### config.mk
export PLATFORM = sky130hd
export DESIGN_NAME = hazard_stall_unit
export DESIGN_NICKNAME = d
export VERILOG_FILES = /design/src/rtl/hazard_pkg.sv /design/src/rtl/hazard_tag_stage.sv /design/src/rtl/hazard_stall_unit.sv
export SDC_FILE = /design/constraint.sdc
export NUM_CORES = 1
export LEC_CHECK = 0
export BUFFER_PORTS_ARGS = -buffer_cell sky130_fd_sc_hd__buf_2
export CORE_ASPECT_RATIO = 1.4
export CORE_MARGIN = 1
export CORE_UTILIZATION = 44
export DETAILED_ROUTE_END_ITERATION = 8
export GPL_TIMING_DRIVEN = 0
export PLACE_DENSITY = 0.75
export SKIP_CTS_REPAIR_TIMING = 1
export SYNTH_ARGS = -nofsm -noshare
export SYNTH_HDL_FRONTEND = slang
export SYNTH_SLANG_ARGS = --single-unit
export TNS_END_PERCENT = 1
### constraint.sdc
create_clock -name clk -period 2.15 [get_ports clk]
set_clock_uncertainty 0.2 [all_clocks]
set_input_delay 0 -clock clk [delete_from_list [all_inputs] [get_ports clk]]
set_output_delay 0 -clock clk [all_outputs]
set_load 0.05 [all_outputs]
### src/rtl/hazard_pkg.sv
// Shared types and the operand/destination compare
// used by the hazard stall unit.
package hazard_pkg;

  localparam int TAG_AW = 5;
  localparam logic [TAG_AW-1:0] REG_ZERO = '0;

  typedef enum logic [1:0] {
    RUN   = 2'd0,
    STALL = 2'd1,
    HALT  = 2'd2
  } state_e;

  typedef struct packed {
    logic              regwrite;
    logic              memread;
    logic [TAG_AW-1:0] regdst;
  } stage_tag_t;

  function automatic logic tag_hit(
    input stage_tag_t        t,
    input logic [TAG_AW-1:0] rs,
    input logic [TAG_AW-1:0] rt,
    input logic              use_rs,
    input logic              use_rt
  );
    return t.regwrite && (t.regdst != REG_ZERO) &&
           ((use_rs && t.regdst == rs) ||
            (use_rt && t.regdst == rt));
  endfunction

endpackage

### src/rtl/hazard_tag_stage.sv
// One pipeline destination-tag register with
// hold enable and synchronous clear.
module hazard_tag_stage
  import hazard_pkg::*;
(
  input  logic       clk,
  input  logic       rst_n,
  input  logic       i_en,
  input  logic       i_clr,
  input  stage_tag_t i_d,
  output stage_tag_t o_q
);

  stage_tag_t tag_d, tag_q;

  always_comb begin
    tag_d = tag_q;
    if (i_en) tag_d = i_clr ? '0 : i_d;
  end

  always_ff @(posedge clk) begin
    if (!rst_n) tag_q <= '0;
    else        tag_q <= tag_d;
  end

  assign o_q = tag_q;

endmodule

### src/rtl/hazard_stall_unit.sv
// Tracks in-flight destination tags and stalls the
// front end on hazards forwarding cannot cover.
module hazard_stall_unit
  import hazard_pkg::*;
#(
  parameter int REG_AW = 5,
  parameter int CNT_W  = 16
) (
  input  logic              clk,
  input  logic              rst_n,
  input  logic              i_halt,
  input  logic              i_flush_id,
  input  logic [REG_AW-1:0] i_RegRS_IFID,
  input  logic [REG_AW-1:0] i_RegRT_IFID,
  input  logic              i_UsesRS,
  input  logic              i_UsesRT,
  input  logic              i_Branch_ID,
  input  logic              i_RegWrite_ID,
  input  logic              i_MemRead_ID,
  input  logic [REG_AW-1:0] i_RegDst_ID,
  output logic              o_RegWrite_IDEX,
  output logic              o_RegWrite_EXMEM,
  output logic              o_RegWrite_MEMWB,
  output logic [REG_AW-1:0] o_RegDst_IDEX,
  output logic [REG_AW-1:0] o_RegDst_EXMEM,
  output logic [REG_AW-1:0] o_RegDst_MEMWB,
  output logic              o_MemRead_IDEX,
  output logic              o_MemRead_EXMEM,
  output logic              o_Stall,
  output logic              o_Bubble,
  output logic [1:0]        o_State,
  output logic [CNT_W-1:0]  o_StallCount
);

  stage_tag_t id_tag, idex_q, exmem_q, memwb_q;
  logic [TAG_AW-1:0] rs, rt;
  logic hit_idex, hit_exmem;
  logic loaduse, brhaz, hazard;
  logic adv, idex_clr;

  state_e state_d, state_q;
  logic [CNT_W-1:0] cnt_d, cnt_q;

  always_comb begin
    rs = TAG_AW'(i_RegRS_IFID);
    rt = TAG_AW'(i_RegRT_IFID);
    id_tag.regwrite = i_RegWrite_ID;
    id_tag.memread  = i_MemRead_ID;
    id_tag.regdst   = TAG_AW'(i_RegDst_ID);
  end

  always_comb begin
    hit_idex  = tag_hit(idex_q, rs, rt,
                        i_UsesRS, i_UsesRT);
    hit_exmem = tag_hit(exmem_q, rs, rt,
                        i_UsesRS, i_UsesRT);
    loaduse = hit_idex && idex_q.memread;
    brhaz   = i_Branch_ID &&
              (hit_idex ||
               (hit_exmem && exmem_q.memread));
    hazard  = (loaduse || brhaz) && !i_flush_id &&
              !i_halt && rst_n;
    adv      = !i_halt;
    idex_clr = hazard || i_flush_id;
  end

  hazard_tag_stage u_idex (
    .clk   (clk),
    .rst_n (rst_n),
    .i_en  (adv),
    .i_clr (idex_clr),
    .i_d   (id_tag),
    .o_q   (idex_q)
  );

  hazard_tag_stage u_exmem (
    .clk   (clk),
    .rst_n (rst_n),
    .i_en  (adv),
    .i_clr (1'b0),
    .i_d   (idex_q),
    .o_q   (exmem_q)
  );

  hazard_tag_stage u_memwb (
    .clk   (clk),
    .rst_n (rst_n),
    .i_en  (adv),
    .i_clr (1'b0),
    .i_d   (exmem_q),
    .o_q   (memwb_q)
  );

  // Halt dominates; leaving HALT always lands in RUN.
  always_comb begin
    state_d = state_q;
    priority case (1'b1)
      i_halt:            state_d = HALT;
      (state_q == HALT): state_d = RUN;
      hazard:            state_d = STALL;
      default:           state_d = RUN;
    endcase
    cnt_d = cnt_q;
    if (hazard && (cnt_q != '1))
      cnt_d = cnt_q + CNT_W'(1);
  end

  always_ff @(posedge clk) begin
    if (!rst_n) begin
      state_q <= RUN;
      cnt_q   <= '0;
    end else begin
      state_q <= state_d;
      cnt_q   <= cnt_d;
    end
  end

  assign o_RegWrite_IDEX  = idex_q.regwrite;
  assign o_RegWrite_EXMEM = exmem_q.regwrite;
  assign o_RegWrite_MEMWB = memwb_q.regwrite;
  assign o_RegDst_IDEX    = REG_AW'(idex_q.regdst);
  assign o_RegDst_EXMEM   = REG_AW'(exmem_q.regdst);
  assign o_RegDst_MEMWB   = REG_AW'(memwb_q.regdst);
  assign o_MemRead_IDEX   = idex_q.memread;
  assign o_MemRead_EXMEM  = exmem_q.memread;
  assign o_Stall          = hazard;
  assign o_Bubble         = hazard;
  assign o_State          = state_q;
  assign o_StallCount     = cnt_q;

endmodule
==> results by group, run 1 <==
Detailed routing
  • Total number of vias: around 1,800
  • ANT nets after route: 0
  • # DRC: 0
  • Via density: 5.578
  • DR WL/cell: between 10 and 15 µm
  • Starting DRT DRC Count: 57
  • Router iterations before antenna repair: 4
  • Final WL: 4.684 mm

Flow run
  • # Max-Cap Violations: 0

GRT
  • First-pass GRT wire length: roughly 7.5 mm
  • Largest net degree at the start of global routing: 12
  • Initial antenna violation count: 0
  • All-Layer GR Usage: a little over a fifth
  • Total grt overflow: 0
  • Vias in the first global route: approximately 1,700

Yosys
  • Synthesized cell area: approximately 1800 µm²
  • Synthesis Warnings: 0
  • #FFs+latches synth: 38
  • Gate Count Post-Synth: between 150 and 200
  • Synth top area cells: dfxtp_1, xor2_1, mux2i_1
  • Most numerous cell in the Yosys netlist: dfxtp_1
  • Number of synthesized flops with an enable pin: 0
  • Yosys top cell area share: a little over two fifths
  • Cell taking the most area after synthesis: dfxtp_1
  • Synthesized net count: around 220
  • Share of synthesized registers carrying an async set or reset: 0%
  • Post-synth top cells: dfxtp_1, nor2_1, xor2_1
  • Ys flop type: dfxtp_1
  • Share of the yosys chip area belonging to registers: between 40% and 50%
  • Synth cell types: 35
  • Synthesized area per cell: 9.212 µm²

Power and ir drop
  • Sequential Power Share: 51.6%
  • Clock power share: 37.0%
  • Switching Power: ~0.00036 W
  • Leakage power: between 1 and 1.5 nW
  • Switching share of total power: roughly 26%
  • VDD IR max: about 500 µV
  • Combinational power share: 11.4%
  • Pwr Density: 552.4 nW/µm²
  • Int Power: between 0.001 and 0.0015 W

Worst hold path
  • Worst Hold Path Cells: 4
  • Min-Delay Path Class: in -> reg

Timing
  • Fin. max-slew vios: 0
  • Endpoints failing setup: 23
  • Setup TNS: -5.933 ns
  • Post-layout min period: approximately 2.5 ns
  • Unrepaired setup endpoints after global routing: yes
  • Hold Violations, Final: 0
  • Slew headroom: between 50% and 60%
  • Fin crit share: 117.0%
  • Final worst slack: -0.3654 ns
  • Worst slew pin tran: about 0.71 ns
  • Max Freq: slightly below 400 MHz

CTS
  • CTS Buffer Depth: 2
  • # clock sinks: 38
  • Htree depth: 2
  • Clock root buffer: clkbuf_8
  • CTS tree: yes
  • Clk pin slew, worst setup/hold paths: approximately 0.08 ns
  • Num CTS Buffers: 5
  • Worst skew pair latency: slightly below 0.3 ns

Worst setup path
  • Crit-path max FO: 6
  • Nature of the critical path startpoint: flip-flop
  • Crit path cell chain: xor2_1 > nor4_2 > a32oi_1 > o22ai_2 > nand3_4 > buf_6 > or4_1 > a21oi_1
  • Crit-path slowest cell: or4_1
  • Worst Path Required: around 2.2 ns
  • Crit-path max cell delay: 0.39 ns
  • Crit. End Element: flip-flop
  • WP data arrival: around 2.5 ns
  • Setup Crit Path Kind: reg -> reg
  • Reg2Reg Depth: 8
  • Buffer and inverter count on the worst path: 1
  • Critical path depth: 8
  • CP top delay family: simple AND/OR/NAND/NOR gates

Placed design
  • Place WS: -0.3287 ns
  • # port buffers: slightly above 60
  • Cells after DPL: between 300 and 400
  • Gpl congestion: roughly 0.83
  • DP HPWL: 3.356 mm

Finish
  • Layout cell share with drive strength beyond 1: between 30% and 40%
  • Combined area of the multi-input logic cells: a little over 1000 µm²
  • Register area: a little over 800 µm²
  • Finished Layout Cells: 322
  • Fillers: 350
  • Layout Nets: approximately 300
  • Area grow syn2layout: 39.02%
  • Ant diodes: 0

Die
  • I/O Pins: 64
  • Die width: approximately 56 µm
  • Core area: between 3000 and 4000 µm²
  • Die ar.: between 4000 and 5000 µm²
  • Std cell rows: 27
  • Die Y-Extent: 77.80 µm
  • Starting Density: between 40 and 50%

Run status
  • Status: finished with violations
  • Failing checks: negative setup slack
==> registers in the layout, summed over array words and instances (netlist names) <==
register / cells
u_idex.o_q: 7
o_StallCount: 16
u_exmem.o_q: 7
o_State: 2
u_memwb.o_q: 6
==> cell usage in the layout, fill, tap and decap left out, types with 2 or more instances in the layout <==
cell           synthesis  routed
a32oi_1                2       2
a211oi_1               2       2
a22o_1                 7       7
nor2_1                18      18
and3_1                 4       4
o21ai_1                6       6
dfxtp_2                0       7
buf_6                  1       5
buf_2                  1      60
and2_1                 4       4
nand4_1                5       5
mux2i_1               14      14
dfxtp_4                0      13
or3_1                  7       7
o31ai_1                4       3
a21oi_1               12      12
nor4_1                 4       3
xnor2_1                4       4
buf_4                  1       2
or4_1                  6       6
dlygate4sd3_1          0      11
inv_1                  4       4
dfxtp_1               38      18
nor4_2                 1       2
nand3_1               10      10
nand2_1                6       6
clkbuf_8               0       6
xor2_1                18      18
clkbuf_1               6       6
==> path summary, 6_finish.rpt <==
kind / start / end / slack (ns)
max: u_exmem.o_q[4] / o_StallCount[13] / -0.37
min: rst_n / u_idex.o_q[3] / 0.01
max reg2reg: u_exmem.o_q[4] / o_StallCount[13] / -0.37
min reg2reg: o_State[1] / o_State[0] / 0.24
==> power groups by stage <==
stage	combinational (W)	sequential [W]	clock, W
after floorplan	0.0000589	0.000762	0
after global placement	0.000139	0.000732	0
after detailed placement	0.000141	0.000732	0
after CTS	0.000141	0.000716	0.000523
after global routing	0.000170	0.000717	0.000554
final	0.000159	0.000716	0.000512
==> worst register-to-register path: cells and delay by family, from the launching register on <==
| family | cells | cell delay, ns |
|---|---|---|
| buffers and inverters | 1 | 0.19 |
| XOR/XNOR | 1 | 0.17 |
| AO/OA/AOI/OAI | 3 | 0.66 |
| AND/OR/NAND/NOR | 3 | 0.85 |
| flip-flops | 1 | 0.38 |
==> routing by layer <==
metal	wire [µm]	global-route usage, %
met1	1888	23.77
met4	63	7.805
met2	2479	39.05
met3	252	6.000
met5	0	0
==> cells by family (layout without fill, tap and decap cells) <==
logic type | count (synthesis) | in the layout | synth area share [%]
adders and majority gates | 1 | 1 | 0.6929
AOI/OAI and AO/OA | 37 | 37 | 13.93
xor gates and xnor gates | 22 | 22 | 10.67
and+or+nand+nor | 70 | 70 | 21.20
muxes | 14 | 14 | 7.761
DFF | 38 | 38 | 42.13
buffers and inverters | 14 | 97 | 3.603
==> area by class of cell <==
cell class              instances  area share, %
multi-input cells             144          40.33
flip-flops and latches         38          32.60
repair buffers                 75          18.15
clock buffers                   7          3.440
plain buffers                  10          2.542
well taps                      43          2.144
inverters                       4         0.5982
clock inverters                 1         0.1994
==> through the flow <==
stage	total power, W	area [µm²]	util (%)	hold slack [ns]
3_3_place_gp	0.0008706	2237	57.09	0.009778
3_5_place_dp	0.0008730	2237	57.09	0.01378
5_1_grt	0.001442	2510	64.05	0.03506
4_1_cts	0.001380	2328	59.42	-0.2937
2_1_floorplan	0.0008210	1873	-	-0.07511
6_report	0.001386	2510	64.05	0.01025
Power figures use the tool's default switching activity.
==> run 2, diff against run 1 <==
REMOVE_ABC_BUFFERS = 1   (was default)
==> run 2 against run 1 <==
  * Power up 7.6%
  * Critical path type unchanged
  * Non-clock buffer count up 2
  * Largest power group unchanged
  * The run still ends with negative setup slack left
  * Global-route usage down 0.72 points
  * Largest cell class unchanged
  * Utilization up 2.6 points
  * Highest routed layer unchanged
==> results by group, run 2 (same netlist as run 1, synthesis figures left out) <==
Worst setup path
  • Crit. End Element: flip-flop (unchanged)
  • Nature of the critical path startpoint: flip-flop (unchanged)
  • Worst Path Required: 2.15 ns (was 2.17 ns)
  • Crit-path max FO: 7 (was 6)
  • WP data arrival: 2.57 ns (was 2.54 ns)
  • Setup Crit Path Kind: reg -> reg (unchanged)

Finish
  • Finished Layout Cells: 326 (was 322)
  • Layout cell share with drive strength beyond 1: 40.64% (was 36.20%)
  • Max reg flops: 16 (unchanged)
  • Fin util: 66.60% (was 64.05%)
  • Fillers: 323 (was 350)
  • Area grow syn2layout: 44.56% (was 39.02%)
  • Most common cell after layout, fill and taps aside: buf_2 (unchanged)
  • Commonest non-fill, non-tap cells in the layout: buf_2, dfxtp_1, nor2_1, xor2_1, mux2i_1 (was buf_2, xor2_1, nor2_1, dfxtp_1, mux2i_1)
  • Ant diodes: 0 (unchanged)
  • Layout Nets: 307 (was 303)

Timing
  • Hold Violations, Final: 0 (unchanged)
  • Fin. max-slew vios: 0 (unchanged)
  • Post-layout min period: 2.566 ns (was 2.515 ns)
  • Worst slew pin tran: 1.057 ns (was 0.7052 ns)
  • Slew headroom: 29.47% (was 52.99%)
  • Endpoints failing setup: 26 (was 23)
  • Unrepaired setup endpoints after global routing: yes (unchanged)
  • Final hold slack: 0.04726 ns (was 0.01025 ns)
  • Max Freq: 389.7 MHz (was 397.6 MHz)
  • Fin crit share: 119.3% (was 117.0%)
  • Final worst slack: -0.4158 ns (was -0.3654 ns)

CTS
  • Clock root buffer: clkbuf_8 (unchanged)
  • Htree depth: 2 (unchanged)
  • Clk pin slew, worst setup/hold paths: 0.08 ns (about the same)
  • Worst skew pair latency: 0.29 ns (about the same)
  • Num CTS Buffers: 5 (unchanged)
  • CTS Buffer Depth: 2 (unchanged)
  • # clock sinks: 38 (unchanged)
  • CTS tree: yes (unchanged)

GRT
  • Largest net degree at the start of global routing: 31 (was 12)
  • Vias in the first global route: 1,619 (was 1,651)
  • Initial antenna violation count: 0 (unchanged)
  • First-pass GRT wire length: 7.169 mm (was 7.507 mm)
  • Total grt overflow: 0 (unchanged)
  • All-Layer GR Usage: 20.90% (was 21.62%)

Worst hold path
  • Min-Delay Path Class: in -> reg (unchanged)

Placed design
  • # port buffers: 63 (was 62)
  • Place WS: -0.6312 ns (was -0.3287 ns)
  • DP HPWL: 3.169 mm (was 3.356 mm)
  • Gpl congestion: 0.8236 (was 0.8322)
  • Cells after DPL: 292 (was 301)

Die
  • Die width: 56.14 µm (unchanged)
  • Die Y-Extent: 77.80 µm (unchanged)
  • I/O Pins: 64 (unchanged)
  • Core area: 3919 µm² (unchanged)
  • Die ar.: 4367 µm² (unchanged)
  • Std cell rows: 27 (unchanged)
  • Starting Density: 46.07% (unchanged)

Detailed routing
  • Top routing layer in use: met4 (unchanged)
  • DR WL/cell: 15.60 µm (was 14.55 µm)
  • # DRC: 0 (unchanged)
  • Starting DRT DRC Count: 128 (was 57)
  • Met3 Routed Length: 335 µm (was 252 µm)
  • Met1 WL: 2.009 mm (was 1.888 mm)
  • Via density: 5.736 (was 5.578)
  • ANT nets after route: 0 (unchanged)
  • Wire length on met2: 2.620 mm (was 2.479 mm)
  • Total number of vias: 1,870 (was 1,796)
  • Final WL: 5.085 mm (was 4.684 mm)
  • Router iterations before antenna repair: 4 (unchanged)

Power and ir drop
  • Power after layout: 0.001491 W (was 0.001386 W)
  • VDD IR max: 619.7 µV (was 505.1 µV)
  • Leakage power: 1.164 nW (was 1.121 nW)
  • Pwr Density: 571.3 nW/µm² (was 552.4 nW/µm²)

Flow run
  • # Max-Cap Violations: 0 (unchanged)

Run status
  • Failing checks: negative setup slack (unchanged)
  • Status: finished with violations (unchanged)
run 2: changes by cell type in the layout (fill, tap and decap cells not counted), moves of 2 or more:
| cell | change |
|---|---|
| a21oi_1 | -2 |
| a21oi_2 | +2 |
| buf_4 | +7 |
| clkbuf_1 | -6 |
| dfxtp_1 | +12 |
| dfxtp_4 | -11 |
| nand3_2 | +2 |
| o21ai_1 | -3 |
| o21ai_2 | +3 |
| or3_1 | -2 |
| or3_4 | +2 |
| or4_1 | -3 |
| or4_4 | +3 |
run 2: power by group:
group / total (W) / switching [W] / internal, W / leakage [nW]
Clock: 0.000600 / 0.000258 / 0.000342 / 0.0579
Sequential: 0.000726 / 0.0000145 / 0.000712 / 0.312
Combinational: 0.000165 / 0.0000977 / 0.0000671 / 0.795
Total: 0.00149 / 0.000371 / 0.00112 / 1.16
run 2: per-layer routing:
layer / vias up / global-route usage (%)
li1: 889 / -
met1: 869 / 23.45
met2: 102 / 37.62
met3: 10 / 4.333
met4: 0 / 8.780
met5: - / 0
run 2: final timing paths:
check	from	end	slack [ns]	depth (start not counted)
worst min register to register	o_State[1]	o_State[0]	0.23	1
worst min-delay path	i_halt	u_exmem.o_q[3]	0.05	3
worst max-delay path	u_idex.o_q[2]	o_StallCount[4]	-0.42	8
worst max register to register	u_idex.o_q[2]	o_StallCount[4]	-0.42	8
run 2: per-stage QoR:
step / TNS (ns) / instance area [µm²]
floorplan: -10.33 / 1755
global placement: -6.464 / 2125
detailed placement: -7.198 / 2125
finish: -6.847 / 2610
global route: -8.832 / 2610
CTS: -8.393 / 2233
run 2: critical path: stages (launching register included):
cell     delay [ns]
dfxtp_2        0.37
xor2_1         0.18
nor4_1         0.31
a32oi_1        0.18
o22ai_2        0.36
buf_6          0.18
nand3_4        0.13
or3_1          0.42
a21oi_1        0.14
run 2: layout make-up:
type | instances | area (µm²) | share of cell area (%)
Clock buffer | 5 | 68.82 | 2.637
Clock inverter | 3 | 40.04 | 1.534
Inverter | 4 | 15.01 | 0.5753
Multi-Input combinational cell | 146 | 1106 | 42.38
Sequential cell | 38 | 775.7 | 29.72
Tap cell | 43 | 53.80 | 2.061
Timing Repair Buffer | 87 | 550.5 | 21.09
==> run 3, diff against run 2 <==
--- a/config.mk
+++ b/config.mk
@@ -12,2 +12,3 @@
 export DETAILED_ROUTE_END_ITERATION = 8
+export GPL_ROUTABILITY_DRIVEN = 0
 export GPL_TIMING_DRIVEN = 0
@@ -16,2 +17,3 @@
 export SKIP_CTS_REPAIR_TIMING = 1
+export SKIP_LAST_GASP = 1
 export SYNTH_ARGS = -nofsm -noshare
==> constraint.sdc (replaced) <==
create_clock -name clk -period 2.15 [get_ports clk]
set_clock_uncertainty 0.2 [all_clocks]
set_input_delay 0.3225 -clock clk [delete_from_list [all_inputs] [get_ports clk]]
set_output_delay 0.3225 -clock clk [all_outputs]
set_load 0.05 [all_outputs]
==> run 3 against run 2 <==
  * The run still ends with negative setup slack left
  * Non-clock buffer count decreased by 16
  * Power decreased by 1.1%
  * Register-to-register slack improved by 0.13 ns
  * Global-route usage unchanged
  * First-iteration DRC count decreased by 37%
  * Die area unchanged
  * Largest cell class unchanged
  * Largest power group unchanged
  * Highest routed layer unchanged
==> results by group, run 3 (same netlist as run 1, synthesis figures left out) <==
Run status
  • Status: finished with violations (unchanged)
  • Failing checks: negative setup slack (unchanged)

CTS
  • CTS tree: yes (unchanged)
  • Clk pin slew, worst setup/hold paths: 0.08 ns (about the same)
  • CTS Buffer Depth: 2 (unchanged)
  • Clock root buffer: clkbuf_8 (unchanged)
  • Htree depth: 2 (unchanged)
  • # clock sinks: 38 (unchanged)
  • Worst skew pair latency: 0.29 ns (about the same)
  • Num CTS Buffers: 5 (unchanged)

Detailed routing
  • Final WL: 4.596 mm (was 5.085 mm)
  • DR WL/cell: 14.87 µm (was 15.60 µm)
  • ANT nets after route: 0 (unchanged)
  • Starting DRT DRC Count: 81 (was 128)
  • # DRC: 0 (unchanged)
  • Router iterations before antenna repair: 4 (unchanged)
  • Total number of vias: 1,730 (was 1,870)
  • Via density: 5.599 (was 5.736)

Die
  • Die ar.: 4367 µm² (unchanged)
  • Std cell rows: 27 (unchanged)
  • Core area: 3919 µm² (unchanged)
  • I/O Pins: 64 (unchanged)
  • Die Y-Extent: 77.80 µm (unchanged)
  • Die width: 56.14 µm (unchanged)
  • Starting Density: 46.07% (unchanged)

Worst setup path
  • Crit-path max FO: 5 (was 7)
  • Nature of the critical path startpoint: flip-flop (unchanged)
  • Setup Crit Path Kind: reg -> out (was reg -> reg)
  • Worst Path Required: 1.63 ns (was 2.15 ns)
  • Crit. End Element: output pin (was flip-flop)
  • WP data arrival: 2.01 ns (was 2.57 ns)

Timing
  • Post-layout min period: 2.528 ns (was 2.566 ns)
  • Final worst slack: -0.3781 ns (was -0.4158 ns)
  • Slew headroom: 32.49% (was 29.47%)
  • Fin. max-slew vios: 0 (unchanged)
  • Worst slew pin tran: 1.012 ns (was 1.057 ns)
  • Endpoints failing setup: 24 (was 26)
  • Unrepaired setup endpoints after global routing: yes (unchanged)
  • Hold Violations, Final: 0 (unchanged)
  • Max Freq: 395.6 MHz (was 389.7 MHz)
  • Fin crit share: 117.6% (was 119.3%)

GRT
  • Largest net degree at the start of global routing: 31 (unchanged)
  • First-pass GRT wire length: 7.169 mm (unchanged)
  • Initial antenna violation count: 0 (unchanged)
  • Total grt overflow: 0 (unchanged)
  • Vias in the first global route: 1,619 (unchanged)
  • All-Layer GR Usage: 20.90% (unchanged)

Worst hold path
  • Min-Delay Path Class: in -> reg (unchanged)

Power and ir drop
  • VDD IR max: 627.8 µV (was 619.7 µV)
  • Leakage power: 1.092 nW (was 1.164 nW)
  • Pwr Density: 605.4 nW/µm² (was 571.3 nW/µm²)
  • Power after layout: 0.001475 W (was 0.001491 W)

Finish
  • Most common cell after layout, fill and taps aside: buf_2 (unchanged)
  • Layout Nets: 290 (was 307)
  • Layout cell share with drive strength beyond 1: 38.72% (was 40.64%)
  • Ant diodes: 0 (unchanged)
  • Max reg flops: 16 (unchanged)
  • Commonest non-fill, non-tap cells in the layout: buf_2, dfxtp_1, nor2_1, xor2_1, mux2i_1 (unchanged)
  • Finished Layout Cells: 309 (was 326)
  • Fin util: 62.16% (was 66.60%)
  • Area grow syn2layout: 34.93% (was 44.56%)

Placed design
  • # port buffers: 63 (unchanged)
  • Cells after DPL: 292 (unchanged)
  • DP HPWL: 3.169 mm (unchanged)

Flow run
  • # Max-Cap Violations: 0 (unchanged)
-- run 3: worst paths after layout --
| check | from | depth (start not counted) | slack (ns) | end |
|---|---|---|---|---|
| setup / recovery | u_idex.o_q[4] | 6 | -0.38 | o_Bubble |
| setup reg to reg | u_idex.o_q[4] | 7 | -0.29 | o_StallCount[7] |
| hold reg to reg | o_State[1] | 1 | 0.24 | o_State[0] |
| hold / removal | i_RegDst_ID[3] | 2 | 0.04 | u_idex.o_q[3] |
-- run 3: final cells by class --
class | instances | area [µm²]
fillers | 336 | 1483
multi-input cells | 145 | 1081
inverters | 4 | 15.01
flip-flops and latches | 38 | 782.0
repair buffers | 71 | 395.4
well taps | 43 | 53.80
clock inverters | 3 | 40.04
clock buffers | 5 | 68.82
-- run 3: critical path: stages (launching register included) --
cell,delay [ns]
dfxtp_4,0.37
xor2_1,0.16
nor4_1,0.30
a32oi_1,0.22
o22ai_4,0.26
and2_4,0.25
buf_8,0.15
-- run 3: metal layers --
layer | vias up | wire length, µm | GRT usage, %
met4 | 0 | 45 | 8.780
met2 | 72 | 2367 | 37.62
met1 | 799 | 1927 | 23.45
li1 | 855 | - | -
met3 | 4 | 256 | 4.333
met5 | - | 0 | 0
-- run 3: through the flow --
stage	instance area (µm²)	hold slack (ns)	TNS [ns]	worst slack [ns]
floorplan	1755	0.2482	-10.98	-0.8951
global placement	2125	0.2307	-8.273	-0.6531
detailed placement	2125	0.2335	-8.307	-0.6621
CTS	2233	0.02892	-9.038	-0.6767
global route	2436	0.02763	-7.506	-0.4202
finish	2436	0.03637	-5.314	-0.3781
-- run 3: power breakdown --
group / switching (W) / internal, W
clock: 0.000251 / 0.000341
combinational: 0.0000986 / 0.0000589
sequential: 0.0000144 / 0.000711
total: 0.000364 / 0.00111
